$ cat src/rtl/vnu_acc_pkg.sv
// vnu_acc_pkg: shared types and helpers for the serial variable-node accumulator.
//   state_t      : FSM state encoding (IDLE, ACC, SUM, EMIT)
//   max_mag()    : largest sign-magnitude magnitude for a w-bit message
//   is_neg_zero(): detects the one's-complement negative zero (all ones, no +1 correction)
package vnu_acc_pkg;

    typedef enum logic [1:0] {IDLE, ACC, SUM, EMIT} state_t;

    function automatic int max_mag(input int w);
        return (1 << (w - 1)) - 1;
    endfunction

    // data is zero-extended by the caller; only the low w bits are inspected
    function automatic logic is_neg_zero(input logic [31:0] data, input logic corr, input int w);
        logic [31:0] mask;
        mask = (32'd1 << w) - 32'd1;
        return (corr == 1'b0) && ((data & mask) == mask);
    endfunction

endpackage

$ cat src/rtl/compl2sm.sv
// compl2sm: WA-bit two's complement -> W-bit sign-magnitude {sign, mag}.
//   i_val : WA-bit two's complement value
//   o_sm  : W-bit sign-magnitude result; zero always comes out as +0
// Build option VNU_ACC_SAT_EN: when defined the magnitude saturates at
// 2^(W-1)-1, otherwise the low W-1 bits of |i_val| are kept (truncation).
module compl2sm
    import vnu_acc_pkg::*;
#(
    parameter int W  = 6,
    parameter int WA = 9
) (
    input  logic [WA-1:0] i_val,
    output logic [W-1:0]  o_sm
);

    logic [WA-1:0] mag;
    logic [W-2:0]  mag_out;

    assign mag = i_val[WA-1] ? (~i_val + WA'(1)) : i_val;

`ifdef VNU_ACC_SAT_EN
    always_comb begin
        if (mag > WA'(max_mag(W)))
            mag_out = (W-1)'(max_mag(W));
        else
            mag_out = mag[W-2:0];
    end
`else
    // upper magnitude bits are intentionally dropped in the truncating build
    logic unused_hi;
    assign unused_hi = ^mag[WA-1:W-1];
    assign mag_out   = mag[W-2:0];
`endif

    // sign follows the value only; a negative value whose magnitude truncates
    // to zero keeps its sign bit
    assign o_sm = {i_val[WA-1], mag_out};

endmodule

$ cat src/rtl/vnu_acc.sv
// vnu_acc: serial variable-node accumulator.
// Takes a channel LLR followed by DV check-to-variable messages (one's
// complement + separate +1 correction bit), sums them, then emits the DV
// extrinsic messages (total - own message) in arrival order as sign-magnitude.
//   i_clk, i_rst        : clock, asynchronous active-high reset
//   i_valid/o_ready     : input beat handshake, i_data + i_sign carry the value
//   o_valid/i_ready     : extrinsic beat handshake
//   o_data              : extrinsic message {sign, mag}
//   o_last              : marks the DV-th extrinsic beat
//   o_hard              : hard decision (total < 0), held for the whole output phase
// Build option VNU_ACC_SAT_EN selects saturation (else truncation) in compl2sm.
module vnu_acc
    import vnu_acc_pkg::*;
#(
    parameter int DV = 4,
    parameter int W  = 6
) (
    input  logic         i_clk,
    input  logic         i_rst,
    input  logic         i_valid,
    output logic         o_ready,
    input  logic [W-1:0] i_data,
    input  logic         i_sign,
    output logic         o_valid,
    input  logic         i_ready,
    output logic [W-1:0] o_data,
    output logic         o_last,
    output logic         o_hard
);

    localparam int WA = W + $clog2(DV + 1);
    localparam int CW = (DV > 1) ? $clog2(DV) : 1;

    state_t               state, state_nxt;
    logic [CW-1:0]        count, sel;
    logic signed [WA-1:0] total, in_val, ext_val;
    logic [DV-1:0][W-1:0] msg_buf;
    logic [W-1:0]         sm;
    logic                 in_fire, out_fire, cnt_last;

    assign in_fire  = i_valid & o_ready;
    assign out_fire = o_valid & i_ready;
    assign cnt_last = (count == CW'(DV - 1));

    // input value: sext(data) + correction, negative zero forced to 0
    always_comb begin
        if (is_neg_zero(32'(i_data), i_sign, W))
            in_val = '0;
        else
            in_val = {{(WA-W){i_data[W-1]}}, i_data} + {{(WA-1){1'b0}}, i_sign};
    end

    // SUM loads extrinsic 0; EMIT preloads the one after the beat on display
    assign sel     = (state == EMIT) ? count + CW'(1) : '0;
    assign ext_val = total - {{(WA-W){msg_buf[sel][W-1]}}, msg_buf[sel]};

    compl2sm #(.W(W), .WA(WA)) u_c2sm (
        .i_val (ext_val),
        .o_sm  (sm)
    );

    // state register
    always_ff @(posedge i_clk or posedge i_rst) begin
        if (i_rst) state <= IDLE;
        else       state <= state_nxt;
    end

    // next-state logic
    always_comb begin
        state_nxt = state;
        case (state)
            IDLE:    if (in_fire)             state_nxt = ACC;
            ACC:     if (in_fire && cnt_last) state_nxt = SUM;
            SUM:                              state_nxt = EMIT;
            EMIT:    if (out_fire && cnt_last) state_nxt = IDLE;
            default:                          state_nxt = IDLE;
        endcase
    end

    // output logic: ready is low while reset is held
    always_comb begin
        o_ready = ((state == IDLE) || (state == ACC)) && !i_rst;
    end

    // datapath and registered outputs; count doubles as the emit index
    always_ff @(posedge i_clk or posedge i_rst) begin
        if (i_rst) begin
            total   <= '0;
            count   <= '0;
            msg_buf <= '0;
            o_valid <= 1'b0;
            o_last  <= 1'b0;
            o_hard  <= 1'b0;
            o_data  <= '0;
        end else begin
            case (state)
                IDLE: begin
                    if (in_fire) begin
                        total <= in_val;
                        count <= '0;
                    end
                end
                ACC: begin
                    if (in_fire) begin
                        msg_buf[count] <= in_val[W-1:0];
                        total          <= total + in_val;
                        count          <= cnt_last ? '0 : count + CW'(1);
                    end
                end
                SUM: begin
                    o_hard  <= total[WA-1];
                    o_data  <= sm;
                    o_last  <= 1'b0;
                    o_valid <= 1'b1;
                end
                EMIT: begin
                    if (out_fire) begin
                        if (cnt_last) begin
                            o_valid <= 1'b0;
                            o_last  <= 1'b0;
                            count   <= '0;
                        end else begin
                            o_data <= sm;
                            o_last <= (sel == CW'(DV - 1));
                            count  <= sel;
                        end
                    end
                end
                default: ;
            endcase
        end
    end

endmodule

$ cat config.mk
export PLATFORM = sky130hd
export DESIGN_NAME = vnu_acc
export DESIGN_NICKNAME = d
export VERILOG_FILES = /design/src/rtl/vnu_acc_pkg.sv /design/src/rtl/compl2sm.sv /design/src/rtl/vnu_acc.sv
export SDC_FILE = /design/constraint.sdc
export NUM_CORES = 1
export LEC_CHECK = 0
export ABC_CLOCK_PERIOD_IN_PS = 10460
export CORE_MARGIN = 2
export CORE_UTILIZATION = 56
export CTS_BUF_LIST = sky130_fd_sc_hd__clkbuf_8 sky130_fd_sc_hd__clkbuf_16
export CTS_CLUSTER_DIAMETER = 200
export DETAILED_ROUTE_END_ITERATION = 7
export PLACE_DENSITY = 0.79
export SETUP_SLACK_MARGIN = 0.15
export SLEW_MARGIN = 20
export SYNTH_ARGS = -nofsm -noshare
export SYNTH_HDL_FRONTEND = slang
export SYNTH_SLANG_ARGS = --single-unit
export TNS_END_PERCENT = 50
$ cat constraint.sdc
create_clock -name i_clk -period 10.46 [get_ports i_clk]
set_input_delay 2.092 -clock i_clk [delete_from_list [all_inputs] [get_ports i_clk]]
set_output_delay 2.092 -clock i_clk [all_outputs]
set_load 0.05 [all_outputs]
==> summary.md <==
| Metric | Value |
|---|---|
| Status | finished, final reports clean |
| Core area | 5410 µm² |
| Final RePlAce weighted congestion | 0.876 |
| Clock Sink Count | 46 |
| Num rows | 27 |
| Vias in the first global route | 2375 |
| Power consumption | 1.18 mW |
| Full die area | 6140 µm² |
| Syn Area/Cell | 8.79 µm² |
| Worst-path fanout max | 3 |
| First-pass GRT wire length | 11200 µm |
| Worst Hold Depth | 2 |
| Crit path arrival time | 3.46 ns |
| Fin crit period | 5.55 ns |
| Met2 Use GR | 38.4% |
| Post_cts resized | 0 |
| 1st-iter DRT viols | 185 |
| GR Layer Usage met3 | 3.56% |
| Port Buffer Count | 20 |
| H-tree depth | 2 |
| Critical path data required time | 8.37 ns |
| DRT Wirelength | 6440 µm |
| Tcrit/Tclk final | 53.1% |
| Die H | 78.3 µm |
| Die W | 78.3 µm |
| R2r startpoint | count[0] |
| GR peak layer | met2 |
| CP most frequent cell | clkdlybuf4s50_1 |
| Unrepaired setup endpoints after global routing | no |
| Pwr Density | 345 nW/µm² |
| Largest net degree at the start of global routing | 47 |
| Via Count | 2561 |
| IO Pins | 21 |
| TritonRoute pass-1 iters | 6 |
| Hold Path Class | flop to flop |
| CTS tree | built |
| Post-Route Setup TNS | 0 ns |
| Mapped Cells | 352 |
| Reg-to-reg endpoint | o_data[3] |
| Clk root buf | clkbuf_8 |
| Pleak | 1.57 nW |
| Hold_sp | msg_buf[21] |
| Worst Skew | 0.00785 ns |
| Setup-failing EPs final | 0 |
| Final core occ | 63.6% |
| Max frequency | 0.180 GHz |
| DRC violations left | 0 |
| # placed instances | 431 |
| Worst Reg-to-Reg Cells | 14 |
| Synth warn | 0 |
| CP Buf/Inv Count | 2 |
| Max-Cap Viols | 0 |
| Final Max Slew Viols | 0 |
| Slowest stage delay, CP | 0.80 ns |
| Syn Nets | 392 |
| Most frequent cells in the layout | nand2_1, dfrtp_1, o21ai_0, ha_1, inv_1 |
| Num CTS Buffers | 5 |
| Fin worst setup slack | 4.91 ns |
| Post-synthesis cell type count | 51 |
| Synth Register Bits | 46 |
| Async set-reset flop share out of synthesis | 100% |
| Hold Path Sink | msg_buf[21] |
| Antenna diodes | 0 |
| Worst VDD drop | 0.146 mV |
| Sequential area share after synthesis | 37.2% |
| HPWL after detailed placement | 4830 µm |
| Relative slew slack | 37.0% |
| Clk_lat worst skew | 0.30 ns |
| Main flop type after synthesis | dfrtp_1 |
| Mapped cell area | 3100 µm² |
| Post-route insts no fill | 439 |
| Final net count | 406 |
| DP Worst Slack | 4.90 ns |
| Post-synth EDFFs | 0 |
| CTS Buffer Depth | 2 |
| Layout cells sized above 1 | 7.08% |
| Critical path launch point type | input port |
| Worst-margin pin slew | 0.944 ns |
| Final ANT Viol Nets | 0 |
| R2R setup slack | 6.06 ns |
| Element type at the critical path end | output port |
| Via/cell ratio | 5.83 |
| Fin. Hold Viols | 0 |
| Area growth, synth to finish | 11.0% |
| Total gr overflow | 0 |
| Slowest CP cell | clkdlybuf4s50_1 |
| Clk slew on worst S/H paths | 0.09 ns |
| CP top delay family | buffers and inverters |
| Setup Crit Path Kind | input port to output port |
| Total global-route track usage | 23.1% |
| Number of hold buffers added after cts | 0 |
| Initial antenna violation count | 0 |
| Worst-path cell chain | clkdlybuf4s50_1 > nor2_1 > clkdlybuf4s50_1 |
| Starting density of the core | 57.3% |
| Met1 Use GR | 31.3% |
| Postcts setup bufs | 0 |
| Post-DR wirelength/cell | 14.7 µm |
## power by group
| group | switching [mW] | internal, mW | total [mW] |
|---|---|---|---|
| logic | 0.422 | 0.311 | 0.733 |
| registers | 0.0627 | 0.256 | 0.318 |
| clock network | 0.0623 | 0.0704 | 0.133 |
| total | 0.547 | 0.638 | 1.18 |
## stage by stage
| stage | cell area [µm²] | hold slack (ns) |
|---|---|---|
| finish | 3440 | 0.483 |
| detailed placement | 3330 | 0.468 |
| global route | 3440 | 0.516 |
| CTS | 3440 | 0.488 |
| global placement | 3330 | 0.456 |
| floorplan | 3100 | 0.443 |
## cell type report
| cell class | count | area (µm²) |
|---|---|---|
| Timing Repair Buffer | 21 | 208 |
| Sequential cell | 46 | 1150 |
| Clock inverter | 3 | 41.3 |
| Multi-Input combinational cell | 268 | 1790 |
| Tap cell | 72 | 90.1 |
| Fill cell | 467 | 1970 |
| Clock buffer | 5 | 68.8 |
| Inverter | 24 | 90.1 |
## flip-flops by register name (all words and copies together) (netlist names)
register	count
msg_buf	24
total	9
o_data	6
count	2
state	2
o_hard	1
o_last	1
o_valid	1
## worst max-delay path by stage
stage / from / to / slack (ns) / depth (start not counted)
2_1_floorplan: i_rst / o_ready / 5.62 / 1
3_3_place_gp: i_rst / o_ready / 4.91 / 3
3_5_place_dp: i_rst / o_ready / 4.90 / 3
4_1_cts: i_rst / o_ready / 4.90 / 3
5_1_grt: i_rst / o_ready / 4.86 / 3
6_report: i_rst / o_ready / 4.91 / 3
## synth_stat cells, types with 5 or more instances
cell / number / area [µm²]
clkbuf_1: 9 / 33.8
a21oi_1: 17 / 85.1
a22o_2: 6 / 60.1
inv_1: 24 / 90.1
nand2_1: 46 / 173
a22oi_1: 7 / 52.6
nand3_1: 6 / 30.0
dfrtp_1: 46 / 1150
nand4_1: 5 / 31.3
xor2_1: 7 / 61.3
nor2_1: 23 / 86.3
ha_1: 27 / 338
a31oi_1: 6 / 37.5
xnor2_1: 5 / 43.8
o21ai_0: 40 / 200
mux2_2: 7 / 78.8
## worst register-to-register path: stages (launching register included)
cell      delay, ns
dfrtp_1        0.67
inv_1          0.18
ha_1           0.50
nor2_1         0.33
a22o_2         0.22
a22o_1         0.13
ha_1           0.16
inv_1          0.07
fa_1           0.45
a211oi_1       0.25
o21ai_1        0.11
a31oi_1        0.39
a21oi_1        0.17
or4_1          0.54
a31oi_1        0.17
## per-layer routing
layer  vias up  share of wire [%]
li1       1288                  -
met1      1213                 46
met2        54                 49
met3         6                3.2
met4         0                1.4
met5         -                  0
## cells by family (layout without fill, tap and decap cells)
logic type               count (synthesis)  count (layout)  synth area share, %
AND/OR/NAND/NOR                        106             106                 16.1
AO/OA/AOI/OAI                          110             110                 22.2
adder cells (fa/ha/maj)                 29              29                 12.2
XOR/XNOR                                12              12                 3.40
multiplexers                            11              11                 3.84
buffers and inverters                   38              53                 5.05
flip-flops                              46              46                 37.2
No activity file was read; power rests on OpenSTA's default activity.
